$ cat config.mk
export PLATFORM = sky130hd
export DESIGN_NAME = ysyx_24110006_mem_arbiter_flat
export DESIGN_NICKNAME = d
export VERILOG_FILES = /design/src/rtl/ysyx_24110006_mem_arbiter_if.sv /design/src/rtl/ysyx_24110006_mem_arbiter.sv /design/src/flat_wrapper.sv
export SDC_FILE = /design/constraint.sdc
export NUM_CORES = 1
export LEC_CHECK = 0
export BUFFER_PORTS_ARGS = -buffer_cell sky130_fd_sc_hd__buf_2
export CAP_MARGIN = 5
export CORE_MARGIN = 2
export CORE_UTILIZATION = 35
export CTS_BUF_LIST = sky130_fd_sc_hd__clkbuf_4 sky130_fd_sc_hd__clkbuf_8
export DETAILED_ROUTE_END_ITERATION = 8
export PLACE_DENSITY_LB_ADDON = 0.1
export SLEW_MARGIN = 20
export SYNTH_ARGS = -nofsm -noshare
export SYNTH_HDL_FRONTEND = slang
export SYNTH_SLANG_ARGS = --single-unit
$ cat constraint.sdc
create_clock -name i_clock -period 1.7 [get_ports i_clock]
set_clock_uncertainty 0.05 [all_clocks]
set_input_delay 0.255 -clock i_clock [delete_from_list [all_inputs] [get_ports i_clock]]
set_output_delay 0.255 -clock i_clock [all_outputs]
set_load 0.005 [all_outputs]
$ cat src/rtl/ysyx_24110006_mem_arbiter_if.sv
`default_nettype none
// ============================================================================
// Module      : ysyx_24110006_mem_arbiter_if
// Description : Bundle of every request/response signal around the memory
//               arbiter.
//               - IFU read channel: valid/ready/addr, then rvalid/rdata/err.
//               - LSU read/write channel: valid/ready/addr/wen/wdata/wmask,
//                 then rvalid/rdata/err.
//               - Shared memory channel: valid/ready/addr/wen/wdata/wmask,
//                 then rvalid/rdata/err.
//               - o_busy: a transaction is in flight.
//               Modports:
//               - slave  : the arbiter's view.
//               - master : the view of the surrounding requesters and memory.
// Revision    : 1.0 - initial release
// ============================================================================
interface ysyx_24110006_mem_arbiter_if;
  // IFU request / response
  logic        i_ifu_valid;
  logic        o_ifu_ready;
  logic [31:0] i_ifu_addr;
  logic        o_ifu_rvalid;
  logic [31:0] o_ifu_rdata;
  logic        o_ifu_err;
  // LSU request / response
  logic        i_lsu_valid;
  logic        o_lsu_ready;
  logic [31:0] i_lsu_addr;
  logic        i_lsu_wen;
  logic [31:0] i_lsu_wdata;
  logic [3:0]  i_lsu_wmask;
  logic        o_lsu_rvalid;
  logic [31:0] o_lsu_rdata;
  logic        o_lsu_err;
  // Shared memory request / response
  logic        o_mem_valid;
  logic        i_mem_ready;
  logic [31:0] o_mem_addr;
  logic        o_mem_wen;
  logic [31:0] o_mem_wdata;
  logic [3:0]  o_mem_wmask;
  logic        i_mem_rvalid;
  logic [31:0] i_mem_rdata;
  logic        i_mem_err;
  // Status
  logic        o_busy;

  modport slave (
    input  i_ifu_valid, i_ifu_addr,
    output o_ifu_ready, o_ifu_rvalid, o_ifu_rdata, o_ifu_err,
    input  i_lsu_valid, i_lsu_addr, i_lsu_wen, i_lsu_wdata, i_lsu_wmask,
    output o_lsu_ready, o_lsu_rvalid, o_lsu_rdata, o_lsu_err,
    output o_mem_valid, o_mem_addr, o_mem_wen, o_mem_wdata, o_mem_wmask,
    input  i_mem_ready, i_mem_rvalid, i_mem_rdata, i_mem_err,
    output o_busy
  );

  modport master (
    output i_ifu_valid, i_ifu_addr,
    input  o_ifu_ready, o_ifu_rvalid, o_ifu_rdata, o_ifu_err,
    output i_lsu_valid, i_lsu_addr, i_lsu_wen, i_lsu_wdata, i_lsu_wmask,
    input  o_lsu_ready, o_lsu_rvalid, o_lsu_rdata, o_lsu_err,
    input  o_mem_valid, o_mem_addr, o_mem_wen, o_mem_wdata, o_mem_wmask,
    output i_mem_ready, i_mem_rvalid, i_mem_rdata, i_mem_err,
    input  o_busy
  );
endinterface
`default_nettype wire

$ cat src/rtl/ysyx_24110006_mem_arbiter.sv
`default_nettype none
// ============================================================================
// Module      : ysyx_24110006_mem_arbiter
// Description : Two-requester (IFU, LSU) arbiter in front of one memory port.
//               One transaction is outstanding at a time: IDLE -> REQ -> RESP.
//               The LSU wins ties, except after STARVE_LIMIT consecutive LSU
//               grants taken while the IFU was waiting, when the IFU wins.
// Ports       : i_clock - rising-edge clock
//               i_reset - asynchronous active-low reset
//               bus     - ysyx_24110006_mem_arbiter_if.slave (IFU, LSU and
//                         memory channels plus o_busy)
// Revision    : 1.0 - initial release
// ============================================================================
module ysyx_24110006_mem_arbiter #(
  parameter int unsigned STARVE_LIMIT = 4
) (
  input wire                            i_clock,
  input wire                            i_reset,
  ysyx_24110006_mem_arbiter_if.slave    bus
);

  // Counter must hold 0..STARVE_LIMIT; keep at least one bit for LIMIT=0.
  localparam int unsigned C_CNT_W = (STARVE_LIMIT > 0) ? $clog2(STARVE_LIMIT + 1) : 1;
  localparam logic [C_CNT_W-1:0] C_LIMIT = C_CNT_W'(STARVE_LIMIT);

  typedef enum logic [1:0] {
    IDLE = 2'd0,
    REQ  = 2'd1,
    RESP = 2'd2
  } state_e;

  state_e              state_q, state_d;
  logic                owner_q, owner_d;     // 0 = IFU, 1 = LSU
  logic [C_CNT_W-1:0]  starve_q, starve_d;
  logic [31:0]         addr_q, addr_d;
  logic                wen_q, wen_d;
  logic [31:0]         wdata_q, wdata_d;
  logic [3:0]          wmask_q, wmask_d;

  logic w_idle, w_resp, w_starved, w_lsu_win, w_ifu_win;

  assign w_idle    = (state_q == IDLE);
  assign w_resp    = (state_q == RESP);
  assign w_starved = (starve_q == C_LIMIT);
  // Winner is only defined in IDLE, so ready never leaks into REQ/RESP.
  assign w_lsu_win = w_idle & bus.i_lsu_valid & ~(bus.i_ifu_valid & w_starved);
  assign w_ifu_win = w_idle & bus.i_ifu_valid & ~w_lsu_win;

  always_comb begin
    state_d  = state_q;
    owner_d  = owner_q;
    starve_d = starve_q;
    addr_d   = addr_q;
    wen_d    = wen_q;
    wdata_d  = wdata_q;
    wmask_d  = wmask_q;
    case (state_q)
      IDLE: begin
        if (w_lsu_win) begin
          state_d = REQ;
          owner_d = 1'b1;
          addr_d  = bus.i_lsu_addr;
          wen_d   = bus.i_lsu_wen;
          wdata_d = bus.i_lsu_wdata;
          wmask_d = bus.i_lsu_wmask;
          // Only grants that made the IFU wait count towards starvation.
          if (bus.i_ifu_valid && !w_starved) begin
            starve_d = starve_q + C_CNT_W'(1);
          end
        end else if (w_ifu_win) begin
          state_d  = REQ;
          owner_d  = 1'b0;
          addr_d   = bus.i_ifu_addr;
          wen_d    = 1'b0;
          wdata_d  = 32'd0;
          wmask_d  = 4'd0;
          starve_d = '0;
        end
      end
      REQ: begin
        if (bus.i_mem_ready) state_d = RESP;
      end
      RESP: begin
        if (bus.i_mem_rvalid) state_d = IDLE;
      end
      default: state_d = IDLE;
    endcase
  end

  always_ff @(posedge i_clock or negedge i_reset) begin
    if (!i_reset) begin
      state_q  <= IDLE;
      owner_q  <= 1'b0;
      starve_q <= '0;
      addr_q   <= 32'd0;
      wen_q    <= 1'b0;
      wdata_q  <= 32'd0;
      wmask_q  <= 4'd0;
    end else begin
      state_q  <= state_d;
      owner_q  <= owner_d;
      starve_q <= starve_d;
      addr_q   <= addr_d;
      wen_q    <= wen_d;
      wdata_q  <= wdata_d;
      wmask_q  <= wmask_d;
    end
  end

  assign bus.o_ifu_ready  = w_ifu_win;
  assign bus.o_lsu_ready  = w_lsu_win;

  assign bus.o_mem_valid  = (state_q == REQ);
  assign bus.o_mem_addr   = addr_q;
  assign bus.o_mem_wen    = wen_q;
  assign bus.o_mem_wdata  = wdata_q;
  assign bus.o_mem_wmask  = wmask_q;

  // Responses are steered to the owner only in RESP; everything else is 0.
  assign bus.o_ifu_rvalid = w_resp & ~owner_q & bus.i_mem_rvalid;
  assign bus.o_ifu_rdata  = (w_resp & ~owner_q) ? bus.i_mem_rdata : 32'd0;
  assign bus.o_ifu_err    = w_resp & ~owner_q & bus.i_mem_err;
  assign bus.o_lsu_rvalid = w_resp & owner_q & bus.i_mem_rvalid;
  assign bus.o_lsu_rdata  = (w_resp & owner_q) ? bus.i_mem_rdata : 32'd0;
  assign bus.o_lsu_err    = w_resp & owner_q & bus.i_mem_err;

  assign bus.o_busy       = ~w_idle;

endmodule
`default_nettype wire
$ cat src/flat_wrapper.sv
// flat-port wrapper written by rule: the top's interface ports become plain ports
module ysyx_24110006_mem_arbiter_flat 
#(
  parameter int unsigned STARVE_LIMIT = 4
)
  (i_clock, i_reset, bus_i_ifu_valid, bus_i_ifu_addr, bus_o_ifu_ready, bus_o_ifu_rvalid, bus_o_ifu_rdata, bus_o_ifu_err, bus_i_lsu_valid, bus_i_lsu_addr, bus_i_lsu_wen, bus_i_lsu_wdata, bus_i_lsu_wmask, bus_o_lsu_ready, bus_o_lsu_rvalid, bus_o_lsu_rdata, bus_o_lsu_err, bus_o_mem_valid, bus_o_mem_addr, bus_o_mem_wen, bus_o_mem_wdata, bus_o_mem_wmask, bus_i_mem_ready, bus_i_mem_rvalid, bus_i_mem_rdata, bus_i_mem_err, bus_o_busy);
  ysyx_24110006_mem_arbiter_if bus_i ();
  input wire i_clock;
  input wire i_reset;
  input wire logic [$bits(bus_i.i_ifu_valid)-1:0] bus_i_ifu_valid;
  input wire logic [$bits(bus_i.i_ifu_addr)-1:0] bus_i_ifu_addr;
  output wire logic [$bits(bus_i.o_ifu_ready)-1:0] bus_o_ifu_ready;
  output wire logic [$bits(bus_i.o_ifu_rvalid)-1:0] bus_o_ifu_rvalid;
  output wire logic [$bits(bus_i.o_ifu_rdata)-1:0] bus_o_ifu_rdata;
  output wire logic [$bits(bus_i.o_ifu_err)-1:0] bus_o_ifu_err;
  input wire logic [$bits(bus_i.i_lsu_valid)-1:0] bus_i_lsu_valid;
  input wire logic [$bits(bus_i.i_lsu_addr)-1:0] bus_i_lsu_addr;
  input wire logic [$bits(bus_i.i_lsu_wen)-1:0] bus_i_lsu_wen;
  input wire logic [$bits(bus_i.i_lsu_wdata)-1:0] bus_i_lsu_wdata;
  input wire logic [$bits(bus_i.i_lsu_wmask)-1:0] bus_i_lsu_wmask;
  output wire logic [$bits(bus_i.o_lsu_ready)-1:0] bus_o_lsu_ready;
  output wire logic [$bits(bus_i.o_lsu_rvalid)-1:0] bus_o_lsu_rvalid;
  output wire logic [$bits(bus_i.o_lsu_rdata)-1:0] bus_o_lsu_rdata;
  output wire logic [$bits(bus_i.o_lsu_err)-1:0] bus_o_lsu_err;
  output wire logic [$bits(bus_i.o_mem_valid)-1:0] bus_o_mem_valid;
  output wire logic [$bits(bus_i.o_mem_addr)-1:0] bus_o_mem_addr;
  output wire logic [$bits(bus_i.o_mem_wen)-1:0] bus_o_mem_wen;
  output wire logic [$bits(bus_i.o_mem_wdata)-1:0] bus_o_mem_wdata;
  output wire logic [$bits(bus_i.o_mem_wmask)-1:0] bus_o_mem_wmask;
  input wire logic [$bits(bus_i.i_mem_ready)-1:0] bus_i_mem_ready;
  input wire logic [$bits(bus_i.i_mem_rvalid)-1:0] bus_i_mem_rvalid;
  input wire logic [$bits(bus_i.i_mem_rdata)-1:0] bus_i_mem_rdata;
  input wire logic [$bits(bus_i.i_mem_err)-1:0] bus_i_mem_err;
  output wire logic [$bits(bus_i.o_busy)-1:0] bus_o_busy;
  assign bus_i.i_ifu_valid = bus_i_ifu_valid;
  assign bus_i.i_ifu_addr = bus_i_ifu_addr;
  assign bus_o_ifu_ready = bus_i.o_ifu_ready;
  assign bus_o_ifu_rvalid = bus_i.o_ifu_rvalid;
  assign bus_o_ifu_rdata = bus_i.o_ifu_rdata;
  assign bus_o_ifu_err = bus_i.o_ifu_err;
  assign bus_i.i_lsu_valid = bus_i_lsu_valid;
  assign bus_i.i_lsu_addr = bus_i_lsu_addr;
  assign bus_i.i_lsu_wen = bus_i_lsu_wen;
  assign bus_i.i_lsu_wdata = bus_i_lsu_wdata;
  assign bus_i.i_lsu_wmask = bus_i_lsu_wmask;
  assign bus_o_lsu_ready = bus_i.o_lsu_ready;
  assign bus_o_lsu_rvalid = bus_i.o_lsu_rvalid;
  assign bus_o_lsu_rdata = bus_i.o_lsu_rdata;
  assign bus_o_lsu_err = bus_i.o_lsu_err;
  assign bus_o_mem_valid = bus_i.o_mem_valid;
  assign bus_o_mem_addr = bus_i.o_mem_addr;
  assign bus_o_mem_wen = bus_i.o_mem_wen;
  assign bus_o_mem_wdata = bus_i.o_mem_wdata;
  assign bus_o_mem_wmask = bus_i.o_mem_wmask;
  assign bus_i.i_mem_ready = bus_i_mem_ready;
  assign bus_i.i_mem_rvalid = bus_i_mem_rvalid;
  assign bus_i.i_mem_rdata = bus_i_mem_rdata;
  assign bus_i.i_mem_err = bus_i_mem_err;
  assign bus_o_busy = bus_i.o_busy;
  ysyx_24110006_mem_arbiter #(.STARVE_LIMIT(STARVE_LIMIT)) u_core (.i_clock(i_clock), .i_reset(i_reset), .bus(bus_i));
endmodule
==> results.ini, run 1 <==
[synth]
synth.net_count = 513
yosys.area_share.simple_pct = 15.23
syn_inst = 371
synth_xor_area_share_pct = 0
synthMuxAreaShare_pct = 30.99
synth-compound-area-share_pct = 1.103
synth.avg_cell_area_um2 = 11.32
synthAdderAreaFrac_pct = 0.5959
netlist_area_um2 = 4199
yosysUniqueCellTypes = 25
ys_ff_latch = 75
yosys_warnings = 0
synth_top_family_by_area = multiplexers
yosysSeqAreaShare_pct = 44.70

[drt]
num_vias = 3694
viasPerCell = 4.440
drtIter0Drc = 174
wire_per_inst_um = 14.98
drc = 0
firstDrtPassIters = 4
wl_mm = 12.47
ant_nets = 0

[clocking]
worstSkewPairLatency_ns = 0.35
cts.clk_slew.worst_paths_ns = 0.07
cts_buffers = 9
cts.sinks = 75
cts_tree = built
clockBufferDepth = 2
cts_root_buf = clkbuf_8
cts.htree.levels = 3

[timing]
fmax_mhz = 497.6
worst_pin_slew_ns = 0.3752
rsz0062_at_grt = yes
post-route-period-util_pct = 118.2
period_needed_ns = 2.010
finalHoldViolCount = 0
timing.final.ws_setup_ns = -0.3098
relSlewSlack_pct = 74.99
maxSlewViolCount = 0
setup_viol = 98

[power]
p_per_area_nw_per_um2 = 1537
p_leak_nw = 3.995
ir_worst_vdd_uv = 725.2
finalPower_mw = 9.917

[placement]
place_ws_ns = -0.02386
gp_congestion = 0.7773
placed_cell_area_um2 = 5913
dp_hpwl_mm = 9.392
port-buffer-count = 280

[critical_path]
cp-end-kind = primary output
worstPathRequired_ns = 1.39
start_kind = flop
crit_arrival_ns = 1.70
path_max_fanout = 17
critPathKind = flop to primary output
reg2reg_depth = 6

[global_route]
antenna_found_initial = 0
grt_first_pass_wirelength_mm = 18.32
grt_max_degree = 39
grt_pass1_vias = 3451
grt.total_usage_pct = 18.19
grt_overflow_total = 0

[finish]
syn2layout_area_growth_pct = 53.61
n_fill_cell = 1113
n_antenna_cell = 0
final_area_um2 = 6450
fin_util_pct = 54.38
drive_gt1_share_pct = 59.71
fin_nets = 823

[outcome]
status = finished, violations left
violations = negative setup slack

[floorplan]
die_w_um = 113.5
initial_core_util_pct = 35.40
rows = 40
coreArea_um2 = 11860
die-area_um2 = 12890
dieHeight_um = 113.5
io_pins = 281

[flow_run]
cap_violations = 0

[min_path]
hold_path_class = input pin to flop
min_path_cells = 2

## cells in the final DEF, fill, tap and decap left out, types with 8 or more instances in the layout
cell type | synthesis | routed
mux2_4 | 56 | 56
buf_12 | 2 | 10
mux2_2 | 8 | 8
inv_1 | 45 | 43
buf_4 | 0 | 18
mux2i_1 | 37 | 37
dfrtp_1 | 75 | 75
buf_2 | 6 | 279
nand2_1 | 40 | 40
and2_1 | 68 | 68
clkbuf_8 | 0 | 11
## worst max-delay path, stage by stage, from the launching register on
cell and delay, ns:
dfrtp_1 0.39, buf_6 0.13, or2b_4 0.27, nor2_4 0.14, clkbuf_16 0.19, and2_1 0.12, buf_2 0.11
## area by class of cell
| type | instances | area [um^2] | share of cell area, % |
|---|---|---|---|
| multi-input combinational | 229 | 2051 | 31.79 |
| timing repair buffer | 321 | 1968 | 30.51 |
| sequential | 75 | 1877 | 29.10 |
| tap | 147 | 183.9 | 2.852 |
| inverter | 45 | 168.9 | 2.619 |
| clock buffer | 13 | 166.4 | 2.580 |
| clock inverter | 2 | 35.03 | 0.5432 |
## Yosys cell counts
| cell type | instances | area share, % |
|---|---|---|
| a211o_1 | 1 | 0.21 |
| a31oi_1 | 1 | 0.15 |
| and2_1 | 68 | 10 |
| and2b_1 | 1 | 0.18 |
| buf_1 | 2 | 0.18 |
| buf_12 | 2 | 0.95 |
| buf_2 | 6 | 0.72 |
| buf_6 | 1 | 0.27 |
| buf_8 | 1 | 0.36 |
| clkbuf_1 | 10 | 0.89 |
| dfrtp_1 | 75 | 45 |
| ha_1 | 2 | 0.60 |
| inv_1 | 45 | 4.0 |
| mux2_2 | 8 | 2.1 |
| mux2_4 | 56 | 20 |
| mux2i_1 | 37 | 8.8 |
| nand2_1 | 40 | 3.6 |
| nand3_1 | 2 | 0.24 |
| nor2_1 | 4 | 0.36 |
| nor3b_1 | 2 | 0.36 |
| o21ai_0 | 2 | 0.24 |
| o22ai_1 | 2 | 0.30 |
| o2bb2ai_1 | 1 | 0.21 |
| or2b_1 | 1 | 0.18 |
| or3b_1 | 1 | 0.21 |
## routing by layer
metal  share of wire [%]  vias up  track usage, %
li1                    -     1799               -
met1                  43     1753           23.73
met2                  48      132           28.82
met3                 7.4       10           6.376
met4                 1.1        0           5.041
met5                   0        -               0
## final timing paths
path	startpoint	endpoint	slack [ns]
min in group asynchronous	i_reset	u_core.bus.o_mem_addr[18]	0.30
min reg2reg	u_core.bus.o_mem_wdata[12]	u_core.bus.o_mem_wdata[12]	0.47
max reg2reg	u_core.state_q[1]	u_core.bus.o_mem_addr[1]	-0.23
max	u_core.state_q[0]	bus_o_ifu_rvalid	-0.31
max in group asynchronous	i_reset	u_core.bus.o_mem_wdata[30]	0.76
min	bus_i_mem_rvalid	u_core.state_q[1]	0.04
## where the power goes
part / internal (mW) / switching [mW]
registers: 2.61 / 0.440
clock network: 0.782 / 0.648
logic: 3.36 / 2.08
## metrics by stage
| step | TNS (ns) | hold WS (ns) | cells |
|---|---|---|---|
| global placement | -0.003032 | 0.1461 | 798 |
| finish | -23.50 | 0.03959 | 832 |
| global route | -31.12 | 0.03325 | 832 |
| CTS | -26.96 | 0.01018 | 819 |
| detailed placement | -0.2088 | 0.1507 | 798 |
| floorplan | -1.763 | -0.09059 | 371 |
## kinds of logic (layout without fill, tap and decap cells)
kind of cell	count (synthesis)	in the layout
mux	101	101
simple gates	119	119
buf+inv	67	381
fa+ha+maj	2	2
flops	75	75
compound gates	7	7
## flip-flops by register name, summed over array words and instances (netlist names)
| signal | count |
|---|---|
| u_core.owner_q | 1 |
| u_core.bus.o_mem_wdata | 32 |
| u_core.state_q | 2 |
| u_core.bus.o_mem_wen | 1 |
| u_core.starve_q | 3 |
| u_core.bus.o_mem_addr | 32 |
| u_core.bus.o_mem_wmask | 4 |
## what timing repair did
item,in CTS,in global routing
hold endpoints to repair,24,0
setup endpoints to repair,100,127
setup buffers,2,11
hold buffers,1,0
pin swaps,0,2
gates resized for setup,11,13
cloned,3,2
(Power assumes the default switching activity.)
==> run 2: changes to the inputs <==
--- a/config.mk
+++ b/config.mk
@@ -6,7 +6,7 @@
 export NUM_CORES = 1
 export LEC_CHECK = 0
 export BUFFER_PORTS_ARGS = -buffer_cell sky130_fd_sc_hd__buf_2
-export CAP_MARGIN = 5
+export CAP_MARGIN = 20
 export CORE_MARGIN = 2
 export CORE_UTILIZATION = 35
 export CTS_BUF_LIST = sky130_fd_sc_hd__clkbuf_4 sky130_fd_sc_hd__clkbuf_8
==> constraint.sdc (replaced) <==
create_clock -name i_clock -period 2.4 [get_ports i_clock]
set_clock_uncertainty 0.05 [all_clocks]
set_input_delay 0.36 -clock i_clock [delete_from_list [all_inputs] [get_ports i_clock]]
set_output_delay 0.36 -clock i_clock [all_outputs]
set_load 0.005 [all_outputs]
==> results.ini, run 2 (synthesized netlist as in run 1, its figures left out) <==
[placement]
gp_congestion = 0.7508  ; -3.4%
port-buffer-count = 280  ; unchanged
dp_hpwl_mm = 8.454  ; -10%

[drt]
num_vias = 3509  ; -5.0%
drtIter0Drc = 139  ; -20%
drc = 0  ; unchanged
ant_nets = 0  ; unchanged
viasPerCell = 4.375  ; -1.5%
wl_mm = 11.37  ; -8.8%
wire_per_inst_um = 14.18  ; -5.4%
firstDrtPassIters = 4  ; unchanged

[power]
p_leak_nw = 3.772  ; -5.6%
p_per_area_nw_per_um2 = 1084  ; -30%
ir_worst_vdd_uv = 487.3  ; -33%

[floorplan]
rows = 40  ; unchanged
dieHeight_um = 113.5  ; unchanged
die-area_um2 = 12890  ; unchanged
io_pins = 281  ; unchanged
die_w_um = 113.5  ; unchanged
coreArea_um2 = 11860  ; unchanged
initial_core_util_pct = 35.40  ; unchanged

[clocking]
ctsResizeCount = 0  ; -11
cts_tree = built
worstSkewPairLatency_ns = 0.36  ; about the same
cts.htree.levels = 3  ; unchanged
cts_root_buf = clkbuf_8
cts.sinks = 75  ; unchanged
clockBufferDepth = 2  ; unchanged
cts_buffers = 9  ; unchanged
cts.clk_slew.worst_paths_ns = 0.07  ; about the same

[global_route]
grt_first_pass_wirelength_mm = 17.70  ; -3.4%
antenna_found_initial = 0  ; unchanged
grt_max_degree = 76  ; +95%
grt_pass1_vias = 3469  ; +0.52%
grt.total_usage_pct = 17.36  ; -0.83 points
grt_overflow_total = 0  ; unchanged

[finish]
n_antenna_cell = 0  ; unchanged
fin_util_pct = 50.71  ; -3.7 points
syn2layout_area_growth_pct = 43.24
final_common_cell = buf_2
layout_common_cells = buf_2 (279), dfrtp_1 (75), and2_1 (68)
fin_nets = 792  ; -3.8%
drive_gt1_share_pct = 56.64  ; -3.1 points

[critical_path]
cp-end-kind = primary output
slowest_stage = dfrtp_1
path_max_fanout = 34  ; +17
critPathBufInv = 2  ; -1
slowest_delay_ns = 0.41  ; +0.02 ns
crit_arrival_ns = 1.73  ; +0.03 ns
crit_family = simple AND/OR/NAND/NOR gates
worstPathRequired_ns = 1.99  ; +0.60 ns
crit_chain = or2b_1 -> nor2_1 -> buf_4 -> and2_1 -> buf_2
start_kind = flop
critPathKind = flop to primary output

[timing]
post-route-period-util_pct = 89.21
finalSetupTns_ns = 0  ; +23.50 ns
maxSlewViolCount = 0  ; unchanged
period_needed_ns = 2.141
fmax_mhz = 467.1
rsz0062_at_grt = no
worst_pin_slew_ns = 0.7622  ; +0.3870 ns
finalHoldViolCount = 0  ; unchanged
setup_viol = 0  ; -100%
relSlewSlack_pct = 49.08  ; -26 points

[flow_run]
cap_violations = 0  ; unchanged

[min_path]
hold_path_class = input pin to flop

[outcome]
status = complete, no violations

-- run 2: cell count changes in the layout (fill, tap and decap cells not counted), moves of 3 or more --
| cell | delta |
|---|---|
| nor2_1 | +3 |
| buf_6 | -7 |
| buf_16 | -3 |
| buf_4 | -12 |
| buf_12 | -6 |
-- run 2: layout make-up --
cell class / count / area [um^2]
clock buffers: 10 / 137.6
clock inverters: 6 / 88.84
fillers: 1135 / 5847
inverters: 45 / 168.9
multi-input cells: 229 / 2027
flip-flops and latches: 75 / 1877
well taps: 147 / 183.9
repair buffers: 290 / 1531
-- run 2: power by group --
group	switching, mW	internal, mW	total, mW
sequential	0.299	1.84	2.14
combinational	1.33	1.94	3.27
clock	0.495	0.613	1.11
total	2.12	4.39	6.52
-- run 2: metrics by stage --
stage / hold slack (ns) / worst slack [ns] / instances / cell area [um^2] / power [mW]
4_1_cts: 0.1121 / 0.1606 / 800 / 6000 / 6.611
5_1_grt: 0.1159 / 0.08369 / 802 / 6015 / 7.018
6_report: 0.1357 / 0.2590 / 802 / 6015 / 6.517
3_3_place_gp: 0.3685 / 0.5665 / 783 / 5763 / 5.374
3_5_place_dp: 0.3718 / 0.5331 / 783 / 5763 / 5.448
2_1_floorplan: 0.01441 / 0.6219 / 371 / 4199 / 4.285
-- run 2: metal layers --
metal  routed length, um  vias to the layer above  GRT usage [%]
li1                    -                     1737              -
met1                4919                     1634          21.81
met2                5373                      128          27.74
met3                 975                       10          7.811
met4                 105                        0          3.740
met5                   0                        -              0
-- run 2: timing repair --
item,4_1_cts,5_1_grt
setup buffers,0,2
endpoints found under the setup margin,0,1
hold buffers,1,0
hold endpoints to repair,75,0
-- run 2: path summary, 6_finish.rpt --
check / from / depth (start not counted) / slack (ns) / endpoint
worst max-delay path: u_core.state_q[0] / 5 / 0.26 / bus_o_lsu_rdata[25]
worst min-delay path: bus_i_mem_rvalid / 2 / 0.14 / u_core.state_q[1]
worst max register to register: u_core.starve_q[0] / 7 / 0.48 / u_core.bus.o_mem_addr[12]
worst min register to register: u_core.bus.o_mem_wmask[3] / 2 / 0.47 / u_core.bus.o_mem_wmask[3]
max in group asynchronous: i_reset / 3 / 1.48 / u_core.bus.o_mem_addr[3]
min in group asynchronous: i_reset / 3 / 0.50 / u_core.bus.o_mem_addr[11]
==> run 3: changes to the inputs <==
--- a/config.mk
+++ b/config.mk
@@ -5,9 +5,9 @@
 export SDC_FILE = /design/constraint.sdc
 export NUM_CORES = 1
 export LEC_CHECK = 0
-export BUFFER_PORTS_ARGS = -buffer_cell sky130_fd_sc_hd__buf_2
+export BUFFER_PORTS_ARGS = -buffer_cell sky130_fd_sc_hd__buf_4
 export CAP_MARGIN = 20
-export CORE_MARGIN = 2
+export CORE_MARGIN = 3
 export CORE_UTILIZATION = 35
 export CTS_BUF_LIST = sky130_fd_sc_hd__clkbuf_4 sky130_fd_sc_hd__clkbuf_8
 export DETAILED_ROUTE_END_ITERATION = 8
==> results.ini, run 3 (synthesized netlist as in run 1, its figures left out) <==
[clocking]
clockBufferDepth = 2  ; unchanged
cts.clk_slew.worst_paths_ns = 0.08  ; about the same
worstSkewPairLatency_ns = 0.35  ; about the same
cts.sinks = 75  ; unchanged
cts_root_buf = clkbuf_8
cts.htree.levels = 3  ; unchanged
cts_buffers = 9  ; unchanged
cts_tree = built

[timing]
post-route-period-util_pct = 90.96  ; +1.7 points
rsz0062_at_grt = no
worst_pin_slew_ns = 0.8104  ; +0.04819 ns
finalSetupTns_ns = 0  ; unchanged
period_needed_ns = 2.183  ; +0.04198 ns
fmax_mhz = 458.1  ; -1.9%
relSlewSlack_pct = 45.86  ; -3.2 points
maxSlewViolCount = 0  ; unchanged
finalHoldViolCount = 0  ; unchanged
setup_viol = 0  ; unchanged

[global_route]
antenna_found_initial = 0  ; unchanged
grt_max_degree = 48  ; -37%
grt_first_pass_wirelength_mm = 18.61  ; +5.1%
grt_pass1_vias = 3591  ; +3.5%
grt.total_usage_pct = 17.82  ; +0.46 points
grt_overflow_total = 0  ; unchanged

[finish]
n_fill_cell = 1024  ; -9.8%
n_antenna_cell = 0  ; unchanged
syn2layout_area_growth_pct = 59.24
fin_nets = 791  ; -0.13%
final_common_cell = buf_4
layout_common_cells = buf_4 (283), dfrtp_1 (75), and2_1 (68)
drive_gt1_share_pct = 56.57  ; -0.066 points

[floorplan]
dieHeight_um = 115.5  ; +1.8%
coreArea_um2 = 11560  ; -2.5%
initial_core_util_pct = 36.31  ; +0.91 points
die_w_um = 115.5  ; +1.8%
die-area_um2 = 13350  ; +3.6%
rows = 39  ; -2.5%
io_pins = 281  ; unchanged

[critical_path]
worstPathRequired_ns = 1.99  ; about the same
crit_family = simple AND/OR/NAND/NOR gates
crit_chain = or3b_4 -> buf_12 -> nor2_1 -> buf_4
path_max_fanout = 22  ; -35%
critPathBufInv = 2  ; unchanged
slowest_delay_ns = 0.54  ; +0.13 ns
crit_arrival_ns = 1.77  ; +0.04 ns
cp-end-kind = primary output
slowest_stage = or3b_4
start_kind = flop
critPathKind = flop to primary output

[power]
ir_worst_vdd_uv = 449.8  ; -7.7%
p_leak_nw = 3.919  ; +3.9%
comb_power_share_pct = 54.1  ; +4.0 points
seq_power_share_pct = 31.5  ; -1.4 points
clkPwrFrac_pct = 14.5  ; -2.5 points
power.internal_mw = 4.695  ; +6.9%
finalPower_mw = 6.919  ; +6.2%
p_sw_mw = 2.224  ; +4.7%
p_per_area_nw_per_um2 = 1035  ; -4.5%
switching_share_pct = 32.15  ; -0.45 points

[drt]
num_vias = 3546  ; +1.1%
firstDrtPassIters = 4  ; unchanged
wire_per_inst_um = 15.87  ; +12%
viasPerCell = 4.449  ; +1.7%
drtIter0Drc = 187  ; +35%
ant_nets = 0  ; unchanged
drc = 0  ; unchanged
wl_mm = 12.65  ; +11%

[placement]
gp_congestion = 0.7402  ; -1.4%
dp_hpwl_mm = 9.846  ; +16%
port-buffer-count = 280  ; unchanged

[min_path]
hold_path_class = input pin to flop

[flow_run]
cap_violations = 0  ; unchanged

[outcome]
status = complete, no violations

[run 3: layout make-up]
class	count	area, um^2	share of cell area, %
Multi-Input combinational cell	229	2027	30.31
Clock inverter	7	76.32	1.141
Clock buffer	9	123.9	1.853
Timing Repair Buffer	289	2235	33.42
Tap cell	143	178.9	2.676
Sequential cell	75	1877	28.07
Inverter	45	168.9	2.526
[run 3: per-layer routing]
metal / routed length, um / vias to the layer above / track usage [%]
met3: 1120 / 8 / 7.467
met1: 5186 / 1673 / 22.81
met5: 0 / - / 0
met2: 6271 / 122 / 28.97
li1: - / 1743 / -
met4: 67 / 0 / 2.582
[run 3: final timing paths]
| path | to | depth (start not counted) | from | slack (ns) |
|---|---|---|---|---|
| setup / recovery | bus_o_ifu_ready | 4 | u_core.state_q[1] | 0.22 |
| hold / removal | u_core.state_q[1] | 2 | bus_i_mem_rvalid | 0.13 |
| setup reg to reg | u_core.bus.o_mem_addr[31] | 4 | u_core.state_q[1] | 0.49 |
| hold reg to reg | u_core.bus.o_mem_wdata[15] | 2 | u_core.bus.o_mem_wdata[15] | 0.48 |
| max in group asynchronous | u_core.bus.o_mem_wdata[26] | 3 | i_reset | 1.27 |
| min in group asynchronous | u_core.bus.o_mem_addr[15] | 2 | i_reset | 0.44 |
[run 3: power groups by stage]
| stage | clock [mW] | sequential [mW] | combinational (mW) |
|---|---|---|---|
| 5_1_grt | 1.09 | 2.26 | 4.06 |
| 6_report | 1.00 | 2.18 | 3.74 |
| 2_1_floorplan | 0 | 2.20 | 2.08 |
| 3_5_place_dp | 0 | 2.20 | 3.79 |
| 3_3_place_gp | 0 | 2.18 | 3.71 |
| 4_1_cts | 1.04 | 2.18 | 3.80 |
[run 3: worst register-to-register path, delay by kind of cell, from the launching register on]
| kind | cells | cell delay, ns |
|---|---|---|
| buffers and inverters | 1 | 0.23 |
| flip-flops | 1 | 0.42 |
| multiplexers | 2 | 0.57 |
| AND/OR/NAND/NOR | 1 | 0.54 |
[run 3: what timing repair did]
| item | 4_1_cts | 5_1_grt |
|---|---|---|
| buffers inserted | 0 | 0 |
| setup endpoints to repair | 0 | 0 |
| endpoints found under the hold margin | 30 | 0 |
| resized for setup | 0 | 0 |
| hold buffers | 1 | 0 |
[run 3: metrics by stage]
stage                     area, um^2  hold WS (ns)  worst slack [ns]  utilization, %  cells
final                           6686        0.1322            0.2170           57.82    797
after global routing            6686        0.1136           0.09292           57.82    797
after CTS                       6686        0.1075            0.1709           57.82    797
after detailed placement        6476        0.2806            0.4565           56.00    780
after global placement          6476        0.2817            0.4898           56.00    780
after floorplan                 4199       0.01441            0.6219               -    371
